<file path="src/rtl/mmio_ctrl.sv">
// Memory-mapped UART bridge and performance counters, sitting beside dmem with 1-cycle read latency.
// Define MMIO_BRANCH_STATS_EN to build the branch and taken-branch counters at 0x1C/0x20.
module mmio_ctrl #(
    parameter logic [3:0]  MMIO_BASE = 4'h8,
    parameter int unsigned CTR_WIDTH = 32
) (
    input  logic        clk,
    input  logic        rst,
    input  logic        mmio_en,
    input  logic [3:0]  mmio_we,
    input  logic [31:0] mmio_addr,
    input  logic [31:0] mmio_wdata,
    output logic [31:0] mmio_rdata,
    input  logic        inst_retire,
    input  logic        br_valid,
    input  logic        br_taken,
    output logic [7:0]  uart_tx_data,
    output logic        uart_tx_valid,
    input  logic        uart_tx_ready,
    input  logic [7:0]  uart_rx_data,
    input  logic        uart_rx_valid,
    output logic        uart_rx_ready
);

    typedef logic [CTR_WIDTH-1:0] ctr_t;

    localparam logic [7:0] AddrStatus   = 8'h00;
    localparam logic [7:0] AddrRx       = 8'h04;
    localparam logic [7:0] AddrTx       = 8'h08;
    localparam logic [7:0] AddrCycle    = 8'h10;
    localparam logic [7:0] AddrInst     = 8'h14;
    localparam logic [7:0] AddrClear    = 8'h18;
    localparam logic [7:0] AddrBr       = 8'h1C;
    localparam logic [7:0] AddrBrTaken  = 8'h20;

    logic        access, rd_req, wr_req;
    logic [7:0]  offset;
    logic        tx_wr, ctr_clear;

    logic [31:0] rdata_q, rdata_d;
    logic        tx_full_q, tx_full_d;
    logic [7:0]  tx_byte_q, tx_byte_d;
    logic        rx_full_q, rx_full_d;
    logic [7:0]  rx_byte_q, rx_byte_d;
    logic        overrun_q, overrun_d;
    ctr_t        cycle_cnt_q, cycle_cnt_d;
    ctr_t        inst_cnt_q, inst_cnt_d;
    logic [31:0] br_word, br_taken_word;

    assign access    = mmio_en && (mmio_addr[31:28] == MMIO_BASE);
    assign rd_req    = access && (mmio_we == 4'h0);
    assign wr_req    = access && (mmio_we != 4'h0);
    assign offset    = {mmio_addr[7:2], 2'b00};
    assign tx_wr     = wr_req && (offset == AddrTx);
    assign ctr_clear = wr_req && (offset == AddrClear);

    assign mmio_rdata    = rdata_q;
    assign uart_tx_valid = tx_full_q;
    assign uart_tx_data  = tx_byte_q;
    assign uart_rx_ready = ~rx_full_q;

    // Only byte-lane 0 of store data and addr[7:2] participate in decode.
    logic unused_bits;
    assign unused_bits = ^{mmio_addr[27:8], mmio_addr[1:0], mmio_wdata[31:8]};

`ifdef MMIO_BRANCH_STATS_EN
    ctr_t br_cnt_q, br_cnt_d;
    ctr_t br_taken_cnt_q, br_taken_cnt_d;

    always_comb begin
        br_cnt_d       = br_cnt_q + ctr_t'(br_valid);
        br_taken_cnt_d = br_taken_cnt_q + ctr_t'(br_valid && br_taken);
        if (ctr_clear) begin
            br_cnt_d       = '0;
            br_taken_cnt_d = '0;
        end
    end

    always_ff @(posedge clk or negedge rst) begin
        if (!rst) begin
            br_cnt_q       <= '0;
            br_taken_cnt_q <= '0;
        end else begin
            br_cnt_q       <= br_cnt_d;
            br_taken_cnt_q <= br_taken_cnt_d;
        end
    end

    assign br_word       = 32'(br_cnt_q);
    assign br_taken_word = 32'(br_taken_cnt_q);
`else
    logic unused_br;
    assign unused_br     = br_valid ^ br_taken;
    assign br_word       = 32'h0;
    assign br_taken_word = 32'h0;
`endif

    always_comb begin
        rdata_d     = rdata_q;
        tx_full_d   = tx_full_q;
        tx_byte_d   = tx_byte_q;
        rx_full_d   = rx_full_q;
        rx_byte_d   = rx_byte_q;
        overrun_d   = overrun_q;
        cycle_cnt_d = cycle_cnt_q + ctr_t'(1);
        inst_cnt_d  = inst_cnt_q + ctr_t'(inst_retire);

        if (rd_req) begin
            case (offset)
                AddrStatus:  rdata_d = {29'd0, overrun_q, rx_full_q, ~tx_full_q};
                AddrRx:      rdata_d = rx_full_q ? {24'd0, rx_byte_q} : 32'h0;
                AddrCycle:   rdata_d = 32'(cycle_cnt_q);
                AddrInst:    rdata_d = 32'(inst_cnt_q);
                AddrBr:      rdata_d = br_word;
                AddrBrTaken: rdata_d = br_taken_word;
                default:     rdata_d = 32'h0;
            endcase
            if (offset == AddrStatus) overrun_d = 1'b0;
            if (offset == AddrRx)     rx_full_d = 1'b0;
        end

        if (tx_full_q && uart_tx_ready) tx_full_d = 1'b0;

        // A store into a full holding register is lost even if the UART drains it this cycle.
        if (tx_wr) begin
            if (tx_full_q) begin
                overrun_d = 1'b1;
            end else begin
                tx_full_d = 1'b1;
                tx_byte_d = mmio_wdata[7:0];
            end
        end

        if (uart_rx_valid && !rx_full_q) begin
            rx_full_d = 1'b1;
            rx_byte_d = uart_rx_data;
        end

        if (ctr_clear) begin
            cycle_cnt_d = '0;
            inst_cnt_d  = '0;
        end
    end

    always_ff @(posedge clk or negedge rst) begin
        if (!rst) begin
            rdata_q     <= 32'h0;
            tx_full_q   <= 1'b0;
            tx_byte_q   <= 8'h0;
            rx_full_q   <= 1'b0;
            rx_byte_q   <= 8'h0;
            overrun_q   <= 1'b0;
            cycle_cnt_q <= '0;
            inst_cnt_q  <= '0;
        end else begin
            rdata_q     <= rdata_d;
            tx_full_q   <= tx_full_d;
            tx_byte_q   <= tx_byte_d;
            rx_full_q   <= rx_full_d;
            rx_byte_q   <= rx_byte_d;
            overrun_q   <= overrun_d;
            cycle_cnt_q <= cycle_cnt_d;
            inst_cnt_q  <= inst_cnt_d;
        end
    end

endmodule

</file>
<file path="config.mk">
export PLATFORM = sky130hd
export DESIGN_NAME = mmio_ctrl
export DESIGN_NICKNAME = d
export VERILOG_FILES = /design/src/rtl/mmio_ctrl.sv
export SDC_FILE = /design/constraint.sdc
export NUM_CORES = 1
export LEC_CHECK = 0
export BUFFER_PORTS_ARGS = -buffer_cell sky130_fd_sc_hd__buf_2
export CORE_UTILIZATION = 59
export CTS_CLUSTER_SIZE = 30
export DETAILED_ROUTE_END_ITERATION = 6
export HOLD_SLACK_MARGIN = 0.15
export PLACE_DENSITY = 0.86
export SLEW_MARGIN = 20
export SYNTH_ARGS = -nofsm -noshare
export SYNTH_HDL_FRONTEND = slang
export SYNTH_SLANG_ARGS = --single-unit
export TNS_END_PERCENT = 100
</file>
<file path="constraint.sdc">
create_clock -name clk -period 5.25 [get_ports clk]
set_input_delay 0 -clock clk [delete_from_list [all_inputs] [get_ports clk]]
set_output_delay 0 -clock clk [all_outputs]
set_load 0.01 [all_outputs]
</file>
==> insert_results.sql <==
INSERT INTO impl_metrics (metric_group, metric, value, unit) VALUES
('synth', 'synth_edf_count', '0', ''),
('route', 'dr_total_vias', '5568', ''),
('timing', 'final_critical_period', '3010', 'ps'),
('route', 'detailedRoute.firstPassIterationCount', '7', ''),
('setup_path', 'critical_path.reg2reg.startpoint', 'cycle_cnt_q[2]', ''),
('power', 'netSwitchingPower', '0.678', 'mW'),
('setup_path', 'worst_ep_arrival_time', '3400', 'ps'),
('floorplan', 'boundaryPins', '126', ''),
('synth', 'synth_cell_types', '46', ''),
('clock_tree', 'clk_path_buf_depth', '2', ''),
('route', 'wl_per_cell', '21.4', 'um'),
('setup_path', 'crit_required', '5640', 'ps'),
('cells_and_area', 'mostFrequentLayoutCell', 'dfrtp_1', ''),
('setup_path', 'reg2reg_slack', '2460', 'ps'),
('cells_and_area', 'final_core_utilization', '78.0', '%'),
('route', 'vias_per_cell', '6.72', ''),
('clock_tree', 'h_tree_levels', '4', ''),
('hold_path', 'worstHoldEndpoint', 'mmio_rdata[4]', ''),
('timing', 'rsz0062_at_grt', 'no', ''),
('clock_tree', 'tritoncts', 'built', ''),
('synth', 'synth_area_per_cell', '10.0', 'um2'),
('grt', 'grt_first_pass_wirelength', '28.5', 'mm'),
('cells_and_area', 'syn2layout_area_growth', '26.5', '%'),
('timing', 'period_share', '57.3', '%'),
('setup_path', 'r2r.worst_path.cells', '4', ''),
('timing', 'timing_worst_slew_pin_value', '1010', 'ps'),
('timing', 'setup-tns-final', '0', 'ps'),
('synth', 'synthesis.yosys.warnings', '0', ''),
('route', 'post-route-drc-count', '2', ''),
('cells_and_area', 'nFillCells', '550', ''),
('power', 'p_leak', '3.22', 'nW'),
('clock_tree', 'tritoncts.num_buffers', '17', ''),
('power', 'power.ir.vdd_worst', '0.236', 'mV'),
('synth', 'synth.net_count', '660', ''),
('grt', 'grt_overflow', '0', ''),
('placed_design', 'finalWeightedCongestion', '0.854', ''),
('timing', 'max-slew-margin-rel', '32.5', '%'),
('clock_tree', 'clkSlewWorstSetupHoldPaths', '60', 'ps'),
('cells_and_area', 'nets', '773', ''),
('cells_and_area', 'final_cell_mix', 'dfrtp_1, buf_2, dlygate4sd3_1', ''),
('run', 'cap_viol_max_count', '0', ''),
('setup_path', 'crit_path_start_kind', 'primary input', ''),
('hold_path', 'timing.hold.worst.class', 'in2reg', ''),
('floorplan', 'initial_core_util', '61.6', '%'),
('route', 'drt_first_iter_violations', '676', ''),
('route', 'drtAntennaViolNets', '0', ''),
('synth', 'mappedNetlistArea', '0.00575', 'mm2'),
('synth', 'synth-seq-area-share', '50.1', '%'),
('clock_tree', 'clock_latency', '520', 'ps'),
('power', 'cellPowerDensity', '335', 'mW/mm2'),
('setup_path', 'crit_path_end_kind', 'flip-flop', ''),
('synth', 'post_synth_inst_count', '573', ''),
('floorplan', 'floorplan.die.height', '101', 'um'),
('cells_and_area', 'antennaDiodeCount', '0', ''),
('timing', 'slew_viol_final', '0', ''),
('grt', 'grt_pass1_vias', '5623', ''),
('placed_design', 'dp_cells', '746', ''),
('placed_design', 'place_worst_setup_slack', '2700', 'ps'),
('floorplan', 'row_count', '35', ''),
('setup_path', 'timing.critical_path.fanout_max', '19', ''),
('floorplan', 'fp.dieArea', '0.0101', 'mm2'),
('grt', 'antenna_found_initial', '0', ''),
('synth', 'asyncSetResetFlopFracSynth', '100', '%'),
('grt', 'grt_max_degree', '62', ''),
('cells_and_area', 'post_layout_nonfiller_instances', '828', ''),
('outcome', 'failed_checks', 'DRC', ''),
('timing', 'finalHoldViolCount', '0', ''),
('outcome', 'run_status', 'finished, violations left', ''),
('power', 'share_seq_of_total_power', '43.0', '%'),
('route', 'route.final.wire_length', '17.7', 'mm'),
('timing', 'setup_violations', '0', '');
[layer usage]
layer  part of all wire [%]  GRT usage, %  up-vias
met5                      0             0        -
met4                    6.4          25.1        0
met3                     11          10.7      122
met2                     48          59.9      438
met1                     35          43.6     2656
li1                       -             -     2352
[cells by family (layout without fill, tap and decap cells)]
| family | Yosys count | count (layout) | synth area share, % |
|---|---|---|---|
| simple gates | 210 | 210 | 20.7 |
| compound gates | 141 | 141 | 16.1 |
| flops | 115 | 115 | 50.1 |
| buf+inv | 53 | 179 | 3.83 |
| mux | 26 | 26 | 4.90 |
| xor+xnor | 25 | 25 | 3.81 |
| fa+ha+maj | 3 | 3 | 0.653 |
[power by group through the flow]
stage	Clock, mW	Combinational (mW)	Sequential [mW]
after CTS	1.13	0.231	1.04
after floorplan	0	0.132	1.03
after global placement	0	0.184	1.04
after global routing	1.18	0.270	1.05
final	1.14	0.249	1.05
after detailed placement	0	0.195	1.05
[state kept, by name, summed over array words and instances, names as in the netlist]
register       flops
cycle_cnt_q       32
inst_cnt_q        32
mmio_rdata        32
rx_byte_q          8
uart_tx_data       8
overrun_q          1
rx_full_q          1
uart_tx_valid      1
[synth_stat cells (5+ instances only)]
master | count | area share, %
a21oi_1 | 33 | 2.9
a22oi_1 | 24 | 3.1
and3_1 | 9 | 0.98
and4_1 | 12 | 1.8
buf_2 | 5 | 0.44
clkbuf_1 | 30 | 2.0
dfrtp_1 | 115 | 50
inv_1 | 14 | 0.91
mux2_2 | 17 | 3.3
mux2i_1 | 9 | 1.6
nand2_1 | 47 | 3.1
nand3_1 | 28 | 2.4
nand4_1 | 20 | 2.2
nor2_1 | 34 | 2.2
o21ai_0 | 32 | 2.8
o21ai_2 | 10 | 1.5
o31ai_1 | 24 | 3.1
or3_1 | 12 | 1.3
or4_1 | 22 | 2.9
xnor2_1 | 8 | 1.2
xor2_1 | 17 | 2.6
[timing repair]
item / in CTS / in global routing
hold buffers: 50 / 0
setup endpoints to repair: 0 / 0
buffers inserted: 0 / 0
hold endpoints to repair: 95 / 0
[worst max-delay path by stage]
stage / end / cells past startpoint / slack (ps)
after global placement: cycle_cnt_q[29] / 4 / 2860
after floorplan: inst_cnt_q[11] / 8 / 3430
after detailed placement: cycle_cnt_q[25] / 4 / 2700
after CTS: uart_tx_data[6] / 7 / 2540
final: uart_tx_data[3] / 7 / 2240
after global routing: uart_tx_data[3] / 7 / 2200
[critical path, cell delays in order]
cell	delay, ps
dlygate4sd3_1	550
buf_2	280
nor3_1	490
nand4_1	550
nor3_4	550
mux2_2	380
dlygate4sd3_1	590
[area by class of cell]
type / count / area, um2 / area share [%]
multi-input combinational: 405 / 2650 / 36.4
sequential: 115 / 2880 / 39.6
inverter: 15 / 56.3 / 0.774
tap: 129 / 161 / 2.22
clock inverter: 14 / 156 / 2.15
timing repair buffer: 132 / 943 / 13.0
clock buffer: 18 / 428 / 5.88
[metrics by stage]
step / total power [mW] / instance area (um2) / hold WS, ps
after global placement: 1.23 / 6170 / 77.1
final: 2.44 / 7270 / 274
after global routing: 2.50 / 7270 / 304
after CTS: 2.40 / 7270 / 204
after floorplan: 1.16 / 5750 / -296
after detailed placement: 1.24 / 6170 / 95.2
(Power assumes the default switching activity.)
